### config.mk
export PLATFORM = sky130hd
export DESIGN_NAME = board_rx_assembler
export DESIGN_NICKNAME = d
export VERILOG_FILES = /design/src/rtl/go_pkg.sv /design/src/rtl/board_rx_assembler.sv
export SDC_FILE = /design/constraint.sdc
export NUM_CORES = 1
export LEC_CHECK = 0
export CAP_MARGIN = 20
export CORE_ASPECT_RATIO = 0.7
export CORE_MARGIN = 4
export CORE_UTILIZATION = 51
export DETAILED_ROUTE_END_ITERATION = 8
export MAX_ROUTING_LAYER = met4
export PLACE_DENSITY = 0.83
export SYNTH_ARGS = -nofsm -noshare
export SYNTH_HDL_FRONTEND = slang
export SYNTH_SLANG_ARGS = --single-unit
### constraint.sdc
create_clock -name clk_in -period 2.73 [get_ports clk_in]
set_input_delay 0.4095 -clock clk_in [delete_from_list [all_inputs] [get_ports clk_in]]
set_output_delay 0.4095 -clock clk_in [all_outputs]
set_load 0.05 [all_outputs]
### src/rtl/go_pkg.sv
// Shared board definitions for the board receive path and the bus/array
// converter: board geometry, cell encodings, framing defaults, cell checks.
package go_pkg;

    localparam int BOARD_DIM  = 9;
    localparam int CELL_W     = 2;
    localparam int BOARD_BITS = BOARD_DIM * BOARD_DIM * CELL_W;

    localparam logic [7:0] SYNC_BYTE_DEF = 8'hA5;

    typedef enum logic [CELL_W-1:0] {
        EMPTY   = 2'b00,
        BLACK   = 2'b01,
        WHITE   = 2'b10,
        INVALID = 2'b11
    } cell_t;

    typedef enum logic [1:0] {
        HUNT    = 2'd0,
        PAYLOAD = 2'd1,
        CSUM    = 2'd2
    } rx_state_t;

    // True when any of the four 2-bit fields of the byte carries the
    // reserved code 11.
    function automatic logic byte_has_invalid_cell(input logic [7:0] b);
        logic bad;
        bad = 1'b0;
        for (int k = 0; k < 8 / CELL_W; k++) begin
            if (cell_t'(b[k*CELL_W +: CELL_W]) == INVALID) begin
                bad = 1'b1;
            end
        end
        return bad;
    endfunction

endpackage

### src/rtl/board_rx_assembler.sv
// Framed byte stream to packed 9x9 board bus. Hunts for the sync byte,
// shifts in the payload MSB first, checks cell codes, pad bits and the XOR
// checksum, and only then publishes the new board. A stalled frame is
// abandoned after TIMEOUT_CYCLES idle cycles.
module board_rx_assembler
    import go_pkg::*;
#(
    parameter logic [7:0] SYNC_BYTE      = SYNC_BYTE_DEF,
    parameter int         PAYLOAD_BYTES  = 21,
    parameter int         TIMEOUT_CYCLES = 1000000
) (
    input  logic                  clk_in,
    input  logic                  rst_n,
    input  logic [7:0]            byte_in,
    input  logic                  byte_valid_in,
    output logic [BOARD_BITS-1:0] board_out,
    output logic                  board_valid_out,
    output logic                  frame_err_out,
    output logic                  busy_out
);

    localparam int                IDLE_W     = $clog2(TIMEOUT_CYCLES + 1);
    localparam logic [IDLE_W-1:0] IDLE_LIMIT = IDLE_W'(TIMEOUT_CYCLES);
    localparam logic [IDLE_W-1:0] IDLE_ONE   = IDLE_W'(1);
    localparam logic [4:0]        LAST_IDX   = 5'(PAYLOAD_BYTES - 1);

    rx_state_t             state;
    logic [BOARD_BITS-1:0] asm_bus;
    logic [4:0]            count;
    logic [7:0]            csum;
    logic                  bad_cell;
    logic                  bad_pad;
    logic [IDLE_W-1:0]     idle;

    logic                  last_byte;
    logic                  cell_bad;
    logic                  pad_bad;
    logic [IDLE_W-1:0]     idle_next;
    logic                  timeout_hit;
    logic                  frame_good;

    // Per-byte checks and idle-timer bookkeeping for the current cycle.
    // The final payload byte carries a single cell in [7:6]; the rest is pad.
    always_comb begin
        last_byte   = (count == LAST_IDX);
        cell_bad    = last_byte ? byte_has_invalid_cell({byte_in[7:6], 6'b0})
                                : byte_has_invalid_cell(byte_in);
        pad_bad     = last_byte && (byte_in[5:0] != 6'd0);
        idle_next   = (idle == IDLE_LIMIT) ? idle : idle + IDLE_ONE;
        timeout_hit = !byte_valid_in && (idle_next == IDLE_LIMIT);
        frame_good  = (byte_in == csum) && !bad_cell && !bad_pad;
    end

    // Framing FSM with assembly register, running checksum and idle timer;
    // all outputs are registered and pulses last exactly one cycle.
    always_ff @(posedge clk_in or negedge rst_n) begin
        if (!rst_n) begin
            state           <= HUNT;
            asm_bus         <= '0;
            count           <= 5'd0;
            csum            <= 8'd0;
            bad_cell        <= 1'b0;
            bad_pad         <= 1'b0;
            idle            <= '0;
            board_out       <= '0;
            board_valid_out <= 1'b0;
            frame_err_out   <= 1'b0;
            busy_out        <= 1'b0;
        end else begin
            board_valid_out <= 1'b0;
            frame_err_out   <= 1'b0;
            case (state)
                HUNT: begin
                    // Anything other than the sync byte is line noise here.
                    if (byte_valid_in && (byte_in == SYNC_BYTE)) begin
                        state    <= PAYLOAD;
                        busy_out <= 1'b1;
                        count    <= 5'd0;
                        csum     <= 8'd0;
                        bad_cell <= 1'b0;
                        bad_pad  <= 1'b0;
                        idle     <= '0;
                    end
                end
                PAYLOAD: begin
                    if (byte_valid_in) begin
                        // Full bytes shift in whole; the last byte only
                        // contributes its cell bits so the register lines up
                        // exactly with the 162-bit board bus.
                        if (last_byte) begin
                            asm_bus <= {asm_bus[BOARD_BITS-3:0], byte_in[7:6]};
                            state   <= CSUM;
                        end else begin
                            asm_bus <= {asm_bus[BOARD_BITS-9:0], byte_in};
                        end
                        csum  <= csum ^ byte_in;
                        count <= count + 5'd1;
                        idle  <= '0;
                        if (cell_bad) begin
                            bad_cell <= 1'b1;
                        end
                        if (pad_bad) begin
                            bad_pad <= 1'b1;
                        end
                    end else if (timeout_hit) begin
                        frame_err_out <= 1'b1;
                        state         <= HUNT;
                        busy_out      <= 1'b0;
                        count         <= 5'd0;
                        idle          <= '0;
                    end else begin
                        idle <= idle_next;
                    end
                end
                CSUM: begin
                    if (byte_valid_in) begin
                        if (frame_good) begin
                            board_out       <= asm_bus;
                            board_valid_out <= 1'b1;
                        end else begin
                            frame_err_out <= 1'b1;
                        end
                        state    <= HUNT;
                        busy_out <= 1'b0;
                        count    <= 5'd0;
                        idle     <= '0;
                    end else if (timeout_hit) begin
                        frame_err_out <= 1'b1;
                        state         <= HUNT;
                        busy_out      <= 1'b0;
                        count         <= 5'd0;
                        idle          <= '0;
                    end else begin
                        idle <= idle_next;
                    end
                end
                default: begin
                    state    <= HUNT;
                    busy_out <= 1'b0;
                end
            endcase
        end
    end

endmodule

==> impl_results.md <==
* Maximum VDD drop at 0.000425 V
* Final hold violation count at 0
* Slowest cell on the critical path: or4_4
* Die area at 34600 um^2
* I/O pin count at 176
* Fmax at 378 MHz
* Crit path capture type: flop
* GR Overflow Total at 0
* Placement Setup Slack at -0.0742 ns
* Leading area contributor after synthesis: dfrtp_1
* Final Instance Area at 19900 um^2
* Diode count at 0
* Final Skew at 0.0173 ns
* Die Wd at 221 um
* Mapped Area at 16100 um^2
* Overall global routing resource usage at 22.9%
* Area Growth Syn to Fin at 23.1%
* Pwr Density at 876 nW/um^2
* Final TNS setup at 0 ns
* Final worst setup slack at 0.0871 ns
* Initial antenna violation count at 0
* Crit path kind: flop to flop
* Post-placement cell area at 18500 um^2
* Reg-to-reg endpoint: idle[9]$_DFFE_PN0P_
* Worst Setup EP: idle[9]$_DFFE_PN0P_
* Total CTS buffers at 36
* Startpoint class of the critical path: flop
* WP data required at 3.14 ns
* Global placement routability congestion at 0.860
* Average size of a mapped cell at 11.6 um^2
* Worst R2R Path Depth at 10
* Drt first pass iters at 5
* Height of the die at 157 um
* H-tree levels at 2
* Drt wl/cell at 19.0 um
* Vias in the first global route at 11600
* Worst Max-Slew Pin Slew at 0.754 ns
* Final WL at 38300 um
* Storage cell area at 9120 um^2
* Via density at 5.70
* Buf/Inv on CP at 2
* Final net count at 1583
* Family with the most delay on the worst path: simple AND/OR/NAND/NOR gates
* Setup violations, final at 0
* # DRC at 0
* Pins Over Slew Limit at 0
* Mapped Cells at 1394
* Post-route ant nets at 0
* Final min period at 2.64 ns
* Crit-path most repeated cell: buf_4
* Critical path depth in cells at 10
* Core ar. at 31100 um^2
* Crit path DAT at 3.05 ns
* Ys async rst share at 100%
* Crit path largest cell delay at 0.53 ns
* Port Buf Inserts at 175
* YS warnings at 0
* Reg2reg start: idle[0]$_DFFE_PN0P_
* Syn Nets at 1413
* MaxCap Viol Count at 0
* Post-synth top flop: dfrtp_1
* Share of layout cells above drive strength 1 at 18.6%
* Min Hold Slack at 0.405 ns
* Initial drt markers at 1134
* Buffer depth of the longest clock path at 3
* Post-synthesis sequential area ratio at 56.5%
* Fillers at 2306
* Status: finished, final reports clean
* Slew Limit Headroom at 49.7%
* Sink Count at 364
* CP max FO at 7
* Top cells by area, synth: dfrtp_1 56%, mux2_2 11%, mux2i_1 10%
* Hold crit path type: input port to async pin
* CP startpoint: idle[0]$_DFFE_PN0P_
* Clock transition at path regs at 0.06 ns
* Starting Density at 51.8%
* Vias at 11500
* Critical Path, Cell by Cell: buf_4 > ha_2 > nand3_2 > nor3_1 > o21ai_0 > or4_4 > nor4_4 > buf_4 > nor2_1 > a211o_1
* Clk_lat worst skew at 0.53 ns
* Final cycle utilization of the critical path at 96.8%
* #FFs+latches synth at 364
* Root Driver: clkbuf_16
* Post-synth top area share at 56.5%
* Library cells used by synthesis at 61
* CTS tree: done
* Leak Pwr at 10.1 nW
* Post-synth EDFFs at 0
* Flop-to-flop setup slack at 0.09 ns
* Pin count of the biggest net entering global routing at 153
* First-pass GRT wire length at 62500 um
* Post-detail-place hpwl at 25200 um
* Area of the multi-input gates at 6680 um^2
* Rows at 54
[worst register-to-register path, delay by kind of cell (launching register included)]
kind | cells | cell delay, ns
compound gates | 2 | 0.39
fa+ha+maj | 1 | 0.22
buf+inv | 2 | 0.33
flops | 1 | 0.38
simple gates | 5 | 1.20
[routing by layer]
layer | routed length, um | vias up | track usage [%]
met5 | 0 | - | -
met4 | 1040 | 0 | 6.42
met3 | 2200 | 85 | 4.66
met2 | 17900 | 338 | 34.6
met1 | 17200 | 5744 | 31.9
li1 | - | 5296 | -
[cells by family (layout without fill, tap and decap cells)]
family,after synthesis,in the layout,share of synthesized area [%]
mux,327,327,21.5
compound gates,246,246,8.50
buf+inv,107,305,2.61
xor+xnor,9,9,0.489
fa+ha+maj,8,8,0.621
flops,364,364,56.5
simple gates,333,333,9.77
[worst min path at each step]
stage	start	end	cells after the start
after floorplan	rst_n	asm_bus[0]$_DFFE_PN0P_	0
after global placement	rst_n	board_out[98]$_DFFE_PN0P_	1
after detailed placement	rst_n	board_out[98]$_DFFE_PN0P_	1
after CTS	rst_n	board_out[98]$_DFFE_PN0P_	2
after global routing	rst_n	board_out[98]$_DFFE_PN0P_	2
final	rst_n	board_out[101]$_DFFE_PN0P_	2
[registers in the layout, summed over array words and instances, names as in the netlist, 2 cells and up]
| signal | cells |
|---|---|
| idle | 20 |
| count | 5 |
| csum | 8 |
| asm_bus | 162 |
| board_out | 162 |
| state | 2 |
[timing repair]
item                                    4_1_cts  5_1_grt
setup buffers                                 1        5
resized for setup                             4       19
pin swaps                                     1        5
hold buffers                                  1        0
endpoints found under the setup margin        9       25
endpoints found under the hold margin        50        0
gates cloned                                  0        0
[cell usage in the layout, fill, tap and decap left out, types with 23 or more instances in the layout]
cell,count
clkbuf_16,36
nor2_1,181
mux2_2,162
mux2i_1,164
nand2_1,34
clkdlybuf4s50_1,174
nand3_1,23
buf_4,38
dfrtp_1,357
a21oi_1,175
[through the flow]
| step | total power [mW] | util [%] | cells |
|---|---|---|---|
| 2_1_floorplan | 10.8 | - | 1394 |
| 3_3_place_gp | 12.0 | 59.5 | 1939 |
| 3_5_place_dp | 12.3 | 59.5 | 1939 |
| 4_1_cts | 17.5 | 63.4 | 2007 |
| 5_1_grt | 18.6 | 63.8 | 2012 |
| 6_report | 17.4 | 63.8 | 2012 |
[Yosys cell counts (4+ instances only)]
library cell	count
o21ai_0	20
and4_1	4
a31o_1	4
xnor2_1	5
nand3_1	24
nand3b_1	4
buf_1	15
o21ai_1	8
mux2_2	162
ha_1	8
a211oi_1	4
a21oi_1	175
nor4_1	7
clkbuf_1	66
a22o_1	8
or3_1	8
inv_1	13
nor3_1	18
buf_2	11
xor2_1	4
nand2_1	35
nand4_1	7
nor2_1	181
dfrtp_1	364
mux2i_1	165
nand2b_1	18
[power by group]
group          total, mW  switching [mW]  internal [mW]
Sequential          8.36            1.63           6.73
Combinational       4.02            2.28           1.74
Clock               5.03            2.11           2.92
Total               17.4            6.01           11.4
[final cells by class]
cell class                 instances  share of cell area (%)
clock inverter                    14                   0.907
clock buffer                      52                    5.14
tap                              420                    2.65
timing repair buffer             226                    11.5
sequential                       364                    45.9
inverter                          13                   0.246
multi-input combinational        923                    33.6
No activity file was read; power rests on OpenSTA's default activity.
==> variant 1 (same settings) <==
Add an input register stage for `byte_in` and `byte_valid_in`; this delays them by one clock.
--- a/src/rtl/board_rx_assembler.sv
+++ b/src/rtl/board_rx_assembler.sv
@@ -25,4 +25,12 @@
     localparam logic [4:0]        LAST_IDX   = 5'(PAYLOAD_BYTES - 1);
 
+    logic [7:0] byte_q;
+    logic byte_valid_q;
+
+    always_ff @(posedge clk_in) begin
+        byte_q       <= byte_in;
+        byte_valid_q <= byte_valid_in;
+    end
+
     rx_state_t             state;
     logic [BOARD_BITS-1:0] asm_bus;
@@ -44,10 +52,10 @@
     always_comb begin
         last_byte   = (count == LAST_IDX);
-        cell_bad    = last_byte ? byte_has_invalid_cell({byte_in[7:6], 6'b0})
-                                : byte_has_invalid_cell(byte_in);
-        pad_bad     = last_byte && (byte_in[5:0] != 6'd0);
+        cell_bad    = last_byte ? byte_has_invalid_cell({byte_q[7:6], 6'b0})
+                                : byte_has_invalid_cell(byte_q);
+        pad_bad     = last_byte && (byte_q[5:0] != 6'd0);
         idle_next   = (idle == IDLE_LIMIT) ? idle : idle + IDLE_ONE;
-        timeout_hit = !byte_valid_in && (idle_next == IDLE_LIMIT);
-        frame_good  = (byte_in == csum) && !bad_cell && !bad_pad;
+        timeout_hit = !byte_valid_q && (idle_next == IDLE_LIMIT);
+        frame_good  = (byte_q == csum) && !bad_cell && !bad_pad;
     end
 
@@ -73,5 +81,5 @@
                 HUNT: begin
                     // Anything other than the sync byte is line noise here.
-                    if (byte_valid_in && (byte_in == SYNC_BYTE)) begin
+                    if (byte_valid_q && (byte_q == SYNC_BYTE)) begin
                         state    <= PAYLOAD;
                         busy_out <= 1'b1;
@@ -84,15 +92,15 @@
                 end
                 PAYLOAD: begin
-                    if (byte_valid_in) begin
+                    if (byte_valid_q) begin
                         // Full bytes shift in whole; the last byte only
                         // contributes its cell bits so the register lines up
                         // exactly with the 162-bit board bus.
                         if (last_byte) begin
-                            asm_bus <= {asm_bus[BOARD_BITS-3:0], byte_in[7:6]};
+                            asm_bus <= {asm_bus[BOARD_BITS-3:0], byte_q[7:6]};
                             state   <= CSUM;
                         end else begin
-                            asm_bus <= {asm_bus[BOARD_BITS-9:0], byte_in};
+                            asm_bus <= {asm_bus[BOARD_BITS-9:0], byte_q};
                         end
-                        csum  <= csum ^ byte_in;
+                        csum  <= csum ^ byte_q;
                         count <= count + 5'd1;
                         idle  <= '0;
@@ -114,5 +122,5 @@
                 end
                 CSUM: begin
-                    if (byte_valid_in) begin
+                    if (byte_valid_q) begin
                         if (frame_good) begin
                             board_out       <= asm_bus;
Behaviour: not the same (a bounded check fails within 4 cycles, from zero or initial values and one cycle with rst_n low).
==> variant 1 against the unedited design <==
Routed wire length up 5.2%. Synthesized cell count grew 2.2%. Sequential cell count grew 9. Worst setup slack better by 0.071 ns. Area after synthesis rose by 1.6%. Power shrank 16%. Final area is 1.6% higher. Highest routed layer unchanged. Non-clock buffer count rose by 6.
==> variant 1: results (changes against the unedited design) <==
outcome:
  status: "finished, final reports clean"
layout:
  diodes: 0  # unchanged
  final_cell_count_no_fill: 2046  # +1.7%
  drive_above_1_share_pct: 18.14  # -0.45 points
  fin_nets: 1620  # +2.3%
clock_network:
  ctsResizeCount: 2  # -2
  cts.clk_slew.worst_paths_ns: 0.06  # about the same
  cts_setup_buffers: 0  # -1
  numCtsBuffers: 37  # +2.8%
  postCtsHoldBufs: 1  # unchanged
setup_path:
  crit_fanout: 16  # +9
  worst-endpoint-arrival_ns: 2.97  # -0.08 ns
global_route:
  grt_pass1_wl_um: 65720  # +5.1%
  grt_use_met1_pct: 33.52  # +1.7 points
  grt_usage_pct: 23.74  # +0.84 points
  grt_max_degree: 82  # -46%
  grtUsageMet3_pct: 4.986  # +0.33 points
  grt_use_met2_pct: 36.54  # +1.9 points
pwr:
  power.static_leakage_uw: 0.01015  # +0.43%
  ir_drop_mv: 0.4039  # -4.9%
placed_design:
  pre_cts_ws_ns: -0.01167  # +0.06248 ns
  numPortBuffers: 175  # unchanged
  placed_area_sq_mm: 0.01890  # +2.0%
  gp_congestion: 0.9290  # +8.1%
  dp_hpwl_um: 27520  # +9.3%
logic_synthesis:
  avgSynthCellArea_sq_um: 11.50  # -0.58%
  synthTopCellsByCount: "364 x dfrtp_1, 213 x nand2_1, 179 x o21ai_0"
  postSynth.asyncResetShare_pct: 97.59  # -2.4 points
  ys_top_cells_by_area: "dfrtp_1 56%, mux2_2 11%, mux2i_1 10%, o21ai_0 5.5%, nand2_1 4.9%"
  seq_area_frac_synth_pct: 56.70  # +0.23 points
  syn_nets: 1444  # +2.2%
  synth.distinct_cells: 56  # -8.2%
detailed_routing:
  dr_wl_met3_um: 2527  # +15%
  wl_um: 40340  # +5.2%
  vias: 11550  # +0.75%
  wl_met2_um: 18860  # +5.5%
  wl_met1_um: 18440  # +7.1%
  first_iter_violations: 931  # -18%
min_path:
  min_path_type: "in2reg"
sta:
  fin_skew_ns: 0.01749  # +0.0002207 ns
  worst_pin_slew_ns: 0.6175  # -0.1363 ns
variant 1: logic make-up after synthesis:
logic type / Yosys count / share of synthesized area [%]
adders and majority gates: 9 / 0.6874
xor gates and xnor gates: 4 / 0.2139
AOI/OAI and AO/OA: 238 / 8.157
muxes: 328 / 21.29
DFF: 373 / 56.70
and+or+nand+nor: 361 / 10.33
buffers and inverters: 111 / 2.612
variant 1: area by class of cell:
| cell class | count | area (sq um) |
|---|---|---|
| Fill cell | 2392 | 11230 |
| Sequential cell | 373 | 9294 |
| Multi-Input combinational cell | 940 | 6700 |
| Timing Repair Buffer | 232 | 2379 |
| Clock buffer | 48 | 1028 |
| Tap cell | 420 | 525.5 |
| Clock inverter | 17 | 197.7 |
| Inverter | 16 | 60.06 |
variant 1: critical path, cell delays in order, from the launching register on:
cell and delay, ns:
dfrtp_1 0.36, ha_2 0.24, and3_4 0.24, nand2_1 0.07, or4_1 0.54, a32oi_2 0.26, o2111ai_4 0.21, buf_6 0.22
a31oi_1 0.21, mux2i_1 0.10
variant 1: path summary, 6_finish.rpt:
kind,start,endpoint,slack (ns),cells past startpoint
min in group asynchronous,rst_n,board_out[151]$_DFFE_PN0P_,0.43,2
setup reg to reg,idle[0]$_DFFE_PN0P_,idle[6]$_DFFE_PN0P_,0.16,9
hold reg to reg,asm_bus[160]$_DFFE_PN0P_,asm_bus[160]$_DFFE_PN0P_,0.49,2
max in group asynchronous,rst_n,asm_bus[100]$_DFFE_PN0P_,1.42,3
hold / removal,byte_in[0],byte_q[0]$_DFF_P_,0.35,1
setup / recovery,idle[0]$_DFFE_PN0P_,idle[6]$_DFFE_PN0P_,0.16,9
variant 1: power by group:
part / internal, uW / switching [uW] / leakage [uW]
clock network: 2980 / 2190 / 0.000606
registers: 6130 / 769 / 0.00509
logic: 952 / 1620 / 0.00446
==> variant 2 (same flow settings) <==
Made on the original files. Set the package constant `BOARD_DIM` to 11 (it was 9).
--- a/src/rtl/go_pkg.sv
+++ b/src/rtl/go_pkg.sv
@@ -3,5 +3,5 @@
 package go_pkg;
 
-    localparam int BOARD_DIM  = 9;
+    localparam int BOARD_DIM  = 11;
     localparam int CELL_W     = 2;
     localparam int BOARD_BITS = BOARD_DIM * BOARD_DIM * CELL_W;
Ports: changed (resized board_out); port bits go from 176 to 256. The function was not compared with the original's and may differ.
==> variant 2 against the unedited design <==
Sequential cell count grew 160. Die area grew 37%. Power grew 32%. Sequential share of layout area increased by 1.1 points. Area after synthesis up 39%. Fmax fell by 0.90%. Via count is 53% higher. Non-clock buffer count grew 125. Worst setup slack worse by 0.024 ns. Routed wire length increased by 51%. Final area increased by 40%. Hold slack improved by 0.039 ns. Highest routed layer unchanged.
==> variant 2: results (changes against the unedited design) <==
outcome:
  status: "finished, final reports clean"
detailed_routing:
  vias: 17580  # +53%
  firstDrtPassIters: 6  # +1
  wl_um: 57750  # +51%
  dr_wl_met3_um: 3736  # +70%
  wl_met1_um: 25490  # +48%
  first_iter_violations: 1532  # +35%
  wl_met2_um: 27100  # +52%
sta:
  worst_pin_slew_ns: 0.7497  # -0.004067 ns
  setup_tns_ns: 0  # unchanged
  fin_crit_sh_pct: 97.69  # +0.88 points
  fin_skew_ns: 0.01686  # -0.0004065 ns
layout:
  drive_above_1_share_pct: 18.16  # -0.43 points
  fin_nets: 2446  # +55%
  final_cell_count_no_fill: 3061  # +52%
  fillers: 3327  # +44%
  top_regs: "asm_bus (242), board_out (242), idle (20)"
setup_path:
  crit_fanout: 6  # -1
  crit_path_start: "idle[3]$_DFFE_PN0P_"
  crit-reg2reg-capture: "idle[9]$_DFFE_PN0P_"
  r2r_slack_ns: 0.06  # -0.02 ns
  worst-endpoint-arrival_ns: 3.12  # +0.07 ns
global_route:
  grt_max_degree: 145  # -5.2%
  grt_pass1_wl_um: 94450  # +51%
  grt_pass1_vias: 17460  # +50%
  grtUsageMet3_pct: 4.544  # -0.11 points
  grt_use_met2_pct: 38.43  # +3.8 points
  grt_usage_pct: 24.92  # +2.0 points
  grt_use_met1_pct: 34.80  # +2.9 points
  antenna_found_initial: 0  # unchanged
clock_network:
  cts.clk_slew.worst_paths_ns: 0.06  # about the same
  cts_setup_buffers: 0  # -1
  numCtsBuffers: 50  # +39%
  ctsResizeCount: 5  # +1
  clk_latency_ns: 0.57  # +0.04 ns
  cts-root-buf: "clkbuf_16"
logic_synthesis:
  synthCells: 2178  # +56%
  ys_top_cells_by_area: "dfrtp_1 58%, mux2_2 12%, nand2_1 8.9%, a31oi_1 6.9%, nor2_1 4.3%"
  synthMuxAreaShare_pct: 12.22  # -9.3 points
  postSynth.asyncResetShare_pct: 100.0  # unchanged
  synthTopCellsByCount: "533 x nand2_1, 524 x dfrtp_1, 256 x nor2_1"
  seq_area_frac_synth_pct: 58.38  # +1.9 points
  synth_xor_area_share_pct: 0.3510  # -0.14 points
  synthAdderAreaFrac_pct: 0.4457  # -0.17 points
  synth.distinct_cells: 63  # +3.3%
  ys_warn_count: 0  # unchanged
  synth_compound_area_share_pct: 9.114  # +0.61 points
placed_design:
  pre_cts_ws_ns: -0.01813  # +0.05603 ns
  numPortBuffers: 255  # +46%
  gp_congestion: 0.8742  # +1.7%
  placedCellCount: 2967  # +53%
  placed_area_sq_mm: 0.02617  # +41%
  dp_hpwl_um: 38830  # +54%
min_path:
  min_path_type: "in2async"
pwr:
  power.static_leakage_uw: 0.01308  # +29%
  ir_drop_mv: 0.5047  # +19%
[variant 2: changes by cell type after synthesis, moves of 6 or more]
cell | before | now
buf_2 | 11 | 3
nor2_1 | 181 | 256
nand2b_1 | 18 | 12
clkbuf_1 | 66 | 145
a31oi_1 | 0 | 249
buf_1 | 15 | 5
o21ai_1 | 8 | 0
nor3_1 | 18 | 9
mux2_2 | 162 | 242
a21oi_1 | 175 | 7
dfrtp_1 | 364 | 524
nand2_1 | 35 | 533
mux2i_1 | 165 | 2
[variant 2: how the worst min path moves through the flow]
stage | from | to | slack (ns) | depth (start not counted)
after floorplan | rst_n | asm_bus[0]$_DFFE_PN0P_ | 0.11 | 0
after global placement | rst_n | board_out[162]$_DFFE_PN0P_ | 0.42 | 1
after detailed placement | rst_n | board_out[166]$_DFFE_PN0P_ | 0.44 | 1
after CTS | rst_n | asm_bus[173]$_DFFE_PN0P_ | 0.43 | 2
after global routing | rst_n | asm_bus[173]$_DFFE_PN0P_ | 0.45 | 2
final | rst_n | asm_bus[173]$_DFFE_PN0P_ | 0.44 | 2
[variant 2: report_power, final]
part	switching (uW)	total (uW)	internal, uW
combinational	3130	5190	2060
sequential	1730	11000	9240
clock	3000	6890	3900
total	7860	23100	15200
[variant 2: layout make-up]
| type | count | area (sq um) | share of cell area [%] |
|---|---|---|---|
| Clock buffer | 67 | 1396 | 5.004 |
| Clock inverter | 25 | 227.7 | 0.8161 |
| Inverter | 14 | 52.55 | 0.1883 |
| Multi-Input combinational cell | 1486 | 8830 | 31.65 |
| Sequential cell | 524 | 13110 | 47.00 |
| Tap cell | 594 | 743.2 | 2.664 |
| Timing Repair Buffer | 351 | 3538 | 12.68 |
